==> src/rtl/bcd_sub_serial_if.sv <==
`default_nettype none
//============================================================================
// Module   : bcd_sub_serial_if
// Purpose  : Handshake/data bundle for the digit-serial packed-BCD subtractor.
//            The master drives start and the operands. The slave returns
//            busy/done and the held result (z, borrow, err).
// Ports    : start, x, y            (master -> slave)
//            busy, done, z, borrow, err (slave -> master)
// Revision : 1.0 - initial release
//============================================================================
interface bcd_sub_serial_if #(
    parameter int DIGITS = 4
);
    localparam int WIDTH = 4 * DIGITS;

    logic             start;
    logic [WIDTH-1:0] x;
    logic [WIDTH-1:0] y;
    logic             busy;
    logic             done;
    logic [WIDTH-1:0] z;
    logic             borrow;
    logic             err;

    modport master (
        output start, x, y,
        input  busy, done, z, borrow, err
    );

    modport slave (
        input  start, x, y,
        output busy, done, z, borrow, err
    );
endinterface
`default_nettype wire

==> src/rtl/bcd_sub_serial.sv <==
`default_nettype none
//============================================================================
// Module   : bcd_sub_serial
// Purpose  : Digit-serial packed-BCD subtractor, z = x - y. It processes one
//            BCD digit per clock, least significant digit first. Handshake is
//            start/busy/done. The result is held until the next completed
//            operation.
// Ports    : clk        - rising-edge clock
//            rst        - synchronous active-high reset
//            bus.start  - request, sampled in IDLE or DONE only
//            bus.x/y    - minuend / subtrahend, packed BCD
//            bus.busy   - high while digits are processed
//            bus.done   - one-cycle pulse, result valid from this cycle on
//            bus.z      - difference (ten's complement when borrow=1)
//            bus.borrow - final borrow out of the MSD (x < y)
//            bus.err    - an operand digit was > 9; z/borrow forced to 0
// Revision : 1.0 - initial release
//============================================================================
module bcd_sub_serial #(
    parameter int DIGITS = 4
) (
    input  wire logic        clk,
    input  wire logic        rst,
    bcd_sub_serial_if.slave  bus
);
    localparam int WIDTH = 4 * DIGITS;
    localparam int CNT_W = (DIGITS > 1) ? $clog2(DIGITS) : 1;

    localparam logic [CNT_W-1:0] c_LAST = CNT_W'(DIGITS - 1);

    localparam logic [1:0] c_IDLE = 2'd0;
    localparam logic [1:0] c_RUN  = 2'd1;
    localparam logic [1:0] c_DONE = 2'd2;

    logic [1:0]       r_state;
    logic [CNT_W-1:0] r_cnt;
    logic [WIDTH-1:0] r_xs;
    logic [WIDTH-1:0] r_ys;
    logic [WIDTH-1:0] r_res;
    logic             r_b;
    logic             r_err_acc;
    logic             r_busy;
    logic             r_done;
    logic [WIDTH-1:0] r_z;
    logic             r_borrow;
    logic             r_err;

    logic [3:0]       w_xd;
    logic [3:0]       w_yd;
    logic [4:0]       w_diff;
    logic             w_neg;
    logic [3:0]       w_digit;
    logic             w_b_next;
    logic             w_err_next;
    logic [WIDTH-1:0] w_res_next;

    // The current digits are always the LSDs of the operand shift registers.
    assign w_xd = r_xs[3:0];
    assign w_yd = r_ys[3:0];

    // With raw nibbles (0..15) and a borrow, xd - yd - b spans -16..15.
    // That range fits a 5-bit two's-complement value, so bit 4 is the sign.
    assign w_diff = {1'b0, w_xd} - {1'b0, w_yd} - {4'd0, r_b};
    assign w_neg  = w_diff[4];

    // For a negative difference, add 10 modulo 16 to restore the decimal
    // digit. Only the low nibble of d+10 is ever kept.
    assign w_digit    = w_neg ? (w_diff[3:0] + 4'd10) : w_diff[3:0];
    assign w_b_next   = w_neg;
    assign w_err_next = r_err_acc | (w_xd > 4'd9) | (w_yd > 4'd9);

    // Each new digit enters at the top of the result register. After DIGITS
    // shifts, the first digit processed (the LSD) sits at bits [3:0].
    generate
        if (DIGITS > 1) begin : g_res_wide
            assign w_res_next = {w_digit, r_res[WIDTH-1:4]};
        end else begin : g_res_single
            assign w_res_next = w_digit;
        end
    endgenerate

    always_ff @(posedge clk) begin
        if (rst) begin
            r_state   <= c_IDLE;
            r_cnt     <= '0;
            r_xs      <= '0;
            r_ys      <= '0;
            r_res     <= '0;
            r_b       <= 1'b0;
            r_err_acc <= 1'b0;
            r_busy    <= 1'b0;
            r_done    <= 1'b0;
            r_z       <= '0;
            r_borrow  <= 1'b0;
            r_err     <= 1'b0;
        end else begin
            case (r_state)
                c_IDLE, c_DONE: begin
                    r_done <= 1'b0;
                    if (bus.start) begin
                        r_xs      <= bus.x;
                        r_ys      <= bus.y;
                        r_res     <= '0;
                        r_b       <= 1'b0;
                        r_err_acc <= 1'b0;
                        r_cnt     <= '0;
                        r_busy    <= 1'b1;
                        r_state   <= c_RUN;
                    end else begin
                        r_state   <= c_IDLE;
                    end
                end

                c_RUN: begin
                    r_xs      <= r_xs >> 4;
                    r_ys      <= r_ys >> 4;
                    r_res     <= w_res_next;
                    r_b       <= w_b_next;
                    r_err_acc <= w_err_next;
                    if (r_cnt == c_LAST) begin
                        // Publish on this edge only, so no partial result
                        // is visible during RUN.
                        r_state  <= c_DONE;
                        r_busy   <= 1'b0;
                        r_done   <= 1'b1;
                        r_z      <= w_err_next ? '0 : w_res_next;
                        r_borrow <= w_err_next ? 1'b0 : w_b_next;
                        r_err    <= w_err_next;
                    end else begin
                        r_cnt    <= r_cnt + CNT_W'(1);
                    end
                end

                default: begin
                    r_state <= c_IDLE;
                    r_busy  <= 1'b0;
                    r_done  <= 1'b0;
                end
            endcase
        end
    end

    assign bus.busy   = r_busy;
    assign bus.done   = r_done;
    assign bus.z      = r_z;
    assign bus.borrow = r_borrow;
    assign bus.err    = r_err;

endmodule
`default_nettype wire
==> src/flat_wrapper.sv <==
// flat-port wrapper written by rule: the top's interface ports become plain ports
module bcd_sub_serial_flat 
#(
    parameter int DIGITS = 4
)
  (clk, rst, bus_start, bus_x, bus_y, bus_busy, bus_done, bus_z, bus_borrow, bus_err);
  bcd_sub_serial_if #(.DIGITS(DIGITS)) bus_i ();
  input  wire logic clk;
  input  wire logic rst;
  input wire logic [$bits(bus_i.start)-1:0] bus_start;
  input wire logic [$bits(bus_i.x)-1:0] bus_x;
  input wire logic [$bits(bus_i.y)-1:0] bus_y;
  output wire logic [$bits(bus_i.busy)-1:0] bus_busy;
  output wire logic [$bits(bus_i.done)-1:0] bus_done;
  output wire logic [$bits(bus_i.z)-1:0] bus_z;
  output wire logic [$bits(bus_i.borrow)-1:0] bus_borrow;
  output wire logic [$bits(bus_i.err)-1:0] bus_err;
  assign bus_i.start = bus_start;
  assign bus_i.x = bus_x;
  assign bus_i.y = bus_y;
  assign bus_busy = bus_i.busy;
  assign bus_done = bus_i.done;
  assign bus_z = bus_i.z;
  assign bus_borrow = bus_i.borrow;
  assign bus_err = bus_i.err;
  bcd_sub_serial #(.DIGITS(DIGITS)) u_core (.clk(clk), .rst(rst), .bus(bus_i));
endmodule
==> config.mk <==
export PLATFORM = sky130hd
export DESIGN_NAME = bcd_sub_serial_flat
export DESIGN_NICKNAME = d
export VERILOG_FILES = /design/src/rtl/bcd_sub_serial_if.sv /design/src/rtl/bcd_sub_serial.sv /design/src/flat_wrapper.sv
export SDC_FILE = /design/constraint.sdc
export NUM_CORES = 1
export LEC_CHECK = 0
export CAP_MARGIN = 20
export CORE_MARGIN = 5
export CORE_UTILIZATION = 55
export DETAILED_ROUTE_END_ITERATION = 10
export PLACE_DENSITY = 0.95
export REMOVE_ABC_BUFFERS = 1
export SETUP_SLACK_MARGIN = 0.05
export SYNTH_ARGS = -nofsm -noshare
export SYNTH_HDL_FRONTEND = slang
export SYNTH_SLANG_ARGS = --single-unit
==> constraint.sdc <==
create_clock -name clk -period 6.32 [get_ports clk]
set_input_delay 0.948 -clock clk [delete_from_list [all_inputs] [get_ports clk]]
set_output_delay 0.948 -clock clk [all_outputs]
set_load 0.01 [all_outputs]
==> run_results.csv <==
group,metric,value,unit
timing,worst_slack_setup_final,3480,ps
clocking,postCtsResizedCells,0,
critical_path,critical_path.max_stage_delay,680,ps
clocking,htree_levels,3,
pwr,ir_drop,0.211,mV
detailed_routing,dr.first_iter.drc_count,143,
detailed_routing,routed_wl,6360,um
flow_run,maxCapViolations,0,
clocking,clock_root_buffer,"sky130_fd_sc_hd__clkbuf_8",
timing,grt_setup_unrepaired,"no",
critical_path,cp_num_buf_inv,2,
final_layout,antenna-diode-count,0,
die,num_rows,25,
critical_path,worstPathRequired,6620,ps
critical_path,critPathArrivalTime,3140,ps
critical_path,criticalPathCategory,"input port to flop",
detailed_routing,final_antenna_net_count,0,
critical_path,crit_path_top_delay_cell,"sky130_fd_sc_hd__nor2_1",
clocking,postCtsSetupRepairBufs,0,
pwr,p_per_area,298,mW/mm2
die,dieWidth,80.8,um
die,initial_utilization,57.6,%
clocking,number_of_buffers_inserted_for_hold_repair_after_clock_tree_synthesis,0,
logic_synthesis,synth.distinct_cells,39,
timing,final_period_minus_worst_setup_slack,2840,ps
global_routing,overall_global_routing_resource_usage,20.4,%
logic_synthesis,synth_seq_area_share,50.9,%
logic_synthesis,yosys_warnings,0,
timing,period_share,45.0,%
final_layout,instances_no_fill,410,
final_layout,layout-drive-gt1-share,6.41,%
critical_path,chain_of_cells_forming_the_critical_path,"clkdlybuf4s50_1, nand2b_1, buf_4, nand2_1, nor2_1, a22o_1",
timing,fmax,352,MHz
critical_path,worst_setup_path_start_kind,"input port",
logic_synthesis,ys_seq_elements,70,
clocking,cts_tree,"done",
global_routing,overflow,0,
detailed_routing,post-route-drc-count,0,
global_routing,via_count_of_the_first_global_routing_pass,2195,
final_layout,areaGrowthSynthToFinish,26.5,%
placement,gp_congestion,0.787,
timing,hold_slack,458,ps
critical_path,crit_path_end_kind,"flop",
timing,count_of_final_hold_check_violations,0,
clocking,insertion_delay,360,ps
detailed_routing,first_pass_iters,4,
global_routing,antenna_found_initial,0,
timing,number_of_max_slew_violations_in_the_final_report,0,
die,die_height,80.8,um
timing,worst_slew_margin_rel,28.4,%
logic_synthesis,synth_area,0.00276,mm2
die,core_area,0.00479,mm2
placement,placedCellCount,394,
detailed_routing,detail_route.vias_per_cell,5.77,
clocking,clock_tree.buffer_depth,2,
pwr,cellLeakagePower,1.33,nW
clocking,number_of_clock_buffers_inserted_by_tritoncts,9,
global_routing,grt_pass1_wl,10100,um
global_routing,grt_start_max_net_pins,62,
timing,final_layout_setup_total_negative_slack,0,ps
detailed_routing,avgRoutedWirePerCell,15.5,um
timing,timing_worst_slew_pin_value,1070,ps
clocking,path_clk_slew,80,ps
logic_synthesis,synth_cells,293,
logic_synthesis,synthesis.area_per_instance,9.40,um2
die,die_area,0.00652,mm2
critical_path,critPathTopFamily,"simple AND/OR/NAND/NOR gates",
min_path,hp-class,"flop to flop",
die,num_io_pins,55,
pwr,post-layout-total-power,1.04,mW
final_layout,fin_nets,383,
detailed_routing,route.vias.total,2366,
placement,dp.final_hpwl,4200,um
clocking,cts.sink_count,70,
timing,finalSetupViolCount,0,
placement,port_buffers,54,
critical_path,critPathMaxFanout,27,
timing,skew,7.98,ps
placement,place_worst_setup_slack,3130,ps
status,run_status,"finished, final reports clean",
[where the power goes]
group	leakage, nW	total (mW)	switching [mW]	internal [mW]
Clock	0.0935	0.358	0.174	0.183
Sequential	0.572	0.488	0.0190	0.469
Combinational	0.665	0.193	0.103	0.0906
Total	1.33	1.04	0.296	0.742
[routing by layer]
metal / up-vias / share of wire, % / global-route usage (%)
li1: 1143 / - / -
met1: 1113 / 44 / 25.1
met2: 95 / 47 / 32.7
met3: 15 / 7.1 / 7.43
met4: 0 / 2.0 / 7.94
met5: - / 0 / 0
[flip-flops by register name, indices dropped and copies added, names as in the netlist]
| name | cells |
|---|---|
| u_core.bus.borrow | 1 |
| u_core.bus.busy | 1 |
| u_core.bus.done | 1 |
| u_core.bus.err | 1 |
| u_core.bus.z | 16 |
| u_core.r_b | 1 |
| u_core.r_cnt | 2 |
| u_core.r_err_acc | 1 |
| u_core.r_res | 12 |
| u_core.r_state | 2 |
| u_core.r_xs | 16 |
| u_core.r_ys | 16 |
[final timing paths]
path / startpoint / end / slack [ps] / cells past startpoint
worst max register to register: u_core.r_b / u_core.bus.z[15] / 3650 / 8
worst min register to register: u_core.bus.z[14] / u_core.bus.z[14] / 460 / 2
worst min-delay path: u_core.bus.z[14] / u_core.bus.z[14] / 460 / 2
worst max-delay path: bus_start / u_core.r_res[4] / 3480 / 6
[cell type report]
type / count / area (um2)
Sequential cell: 70 / 1400
Fill cell: 345 / 1300
Multi-Input combinational cell: 192 / 1220
Timing Repair Buffer: 56 / 551
Clock buffer: 11 / 131
Tap cell: 67 / 83.8
Clock inverter: 5 / 60.1
Inverter: 9 / 33.8
[worst min-delay path: stages (launching register included)]
cell and delay [ps]:
sky130_fd_sc_hd__dfxtp_1 310, sky130_fd_sc_hd__nand2_1 50, sky130_fd_sc_hd__a21oi_1 50
[Yosys cell counts]
cell type                  number  area (um2)
sky130_fd_sc_hd__nand3b_1       3        22.5
sky130_fd_sc_hd__o21bai_2       1        11.3
sky130_fd_sc_hd__fa_1           2        40.0
sky130_fd_sc_hd__a211oi_1       5        37.5
sky130_fd_sc_hd__xor3_1         1        23.8
sky130_fd_sc_hd__nor2b_1        1        6.26
sky130_fd_sc_hd__a22o_1        11        96.3
sky130_fd_sc_hd__inv_1          9        33.8
sky130_fd_sc_hd__o32a_1         1        10.0
sky130_fd_sc_hd__buf_1          2        7.51
sky130_fd_sc_hd__and2b_1        1        7.51
sky130_fd_sc_hd__nor2_4         1        11.3
sky130_fd_sc_hd__nand2b_1       3        18.8
sky130_fd_sc_hd__dfxtp_1       70        1400
sky130_fd_sc_hd__nand3_1        1        5.00
sky130_fd_sc_hd__o41ai_2        1        16.3
sky130_fd_sc_hd__clkbuf_1      11        41.3
sky130_fd_sc_hd__nor2_1        56         210
sky130_fd_sc_hd__o21a_1         1        7.51
sky130_fd_sc_hd__buf_2          8        40.0
sky130_fd_sc_hd__a21oi_1        5        25.0
sky130_fd_sc_hd__or3_1          1        6.26
sky130_fd_sc_hd__o21bai_1       1        7.51
sky130_fd_sc_hd__o31ai_1        1        7.51
sky130_fd_sc_hd__a32o_1         1        10.0
sky130_fd_sc_hd__nand4b_1       1        8.76
sky130_fd_sc_hd__and2_0         1        6.26
sky130_fd_sc_hd__ha_1           8         100
sky130_fd_sc_hd__a22oi_1       25         188
sky130_fd_sc_hd__and2_1         1        6.26
sky130_fd_sc_hd__xor2_1         2        17.5
sky130_fd_sc_hd__nand2_2        1        6.26
sky130_fd_sc_hd__o22ai_1       24         150
sky130_fd_sc_hd__o21ai_0        3        15.0
sky130_fd_sc_hd__or2_2          1        6.26
sky130_fd_sc_hd__buf_4          1        7.51
sky130_fd_sc_hd__nor3_1        22         110
sky130_fd_sc_hd__xnor2_1        2        17.5
sky130_fd_sc_hd__nand2_1        3        11.3
[layout by cell type, fill, tap and decap left out, types with 2 or more instances in the layout]
cell type / n
sky130_fd_sc_hd__ha_1: 8
sky130_fd_sc_hd__nor2_1: 56
sky130_fd_sc_hd__inv_1: 9
sky130_fd_sc_hd__a21oi_1: 5
sky130_fd_sc_hd__clkdlybuf4s50_1: 53
sky130_fd_sc_hd__nand3b_1: 3
sky130_fd_sc_hd__nor3_1: 22
sky130_fd_sc_hd__a22o_1: 11
sky130_fd_sc_hd__xnor2_1: 2
sky130_fd_sc_hd__o21ai_0: 3
sky130_fd_sc_hd__o22ai_1: 24
sky130_fd_sc_hd__clkinv_4: 2
sky130_fd_sc_hd__nand2b_1: 3
sky130_fd_sc_hd__a211oi_1: 5
sky130_fd_sc_hd__dfxtp_1: 70
sky130_fd_sc_hd__a22oi_1: 25
sky130_fd_sc_hd__clkbuf_1: 2
sky130_fd_sc_hd__nand2_1: 3
sky130_fd_sc_hd__fa_1: 2
sky130_fd_sc_hd__xor2_1: 2
sky130_fd_sc_hd__clkbuf_8: 9
sky130_fd_sc_hd__buf_4: 2
[kinds of logic (layout without fill, tap and decap cells)]
kind of cell | Yosys count | after routing | share of synthesized area, %
and+or+nand+nor | 97 | 97 | 16.1
AOI/OAI and AO/OA | 80 | 80 | 21.1
DFF | 70 | 70 | 50.9
buffers and inverters | 31 | 81 | 4.72
adders and majority gates | 10 | 10 | 5.09
xor gates and xnor gates | 5 | 5 | 2.13
[per-stage QoR]
step | utilization (%) | instance area [um2]
floorplan | - | 2660
global placement | 68.8 | 3290
detailed placement | 68.8 | 3290
CTS | 72.8 | 3480
global route | 72.8 | 3480
finish | 72.8 | 3480
Power figures use the tool's default switching activity.
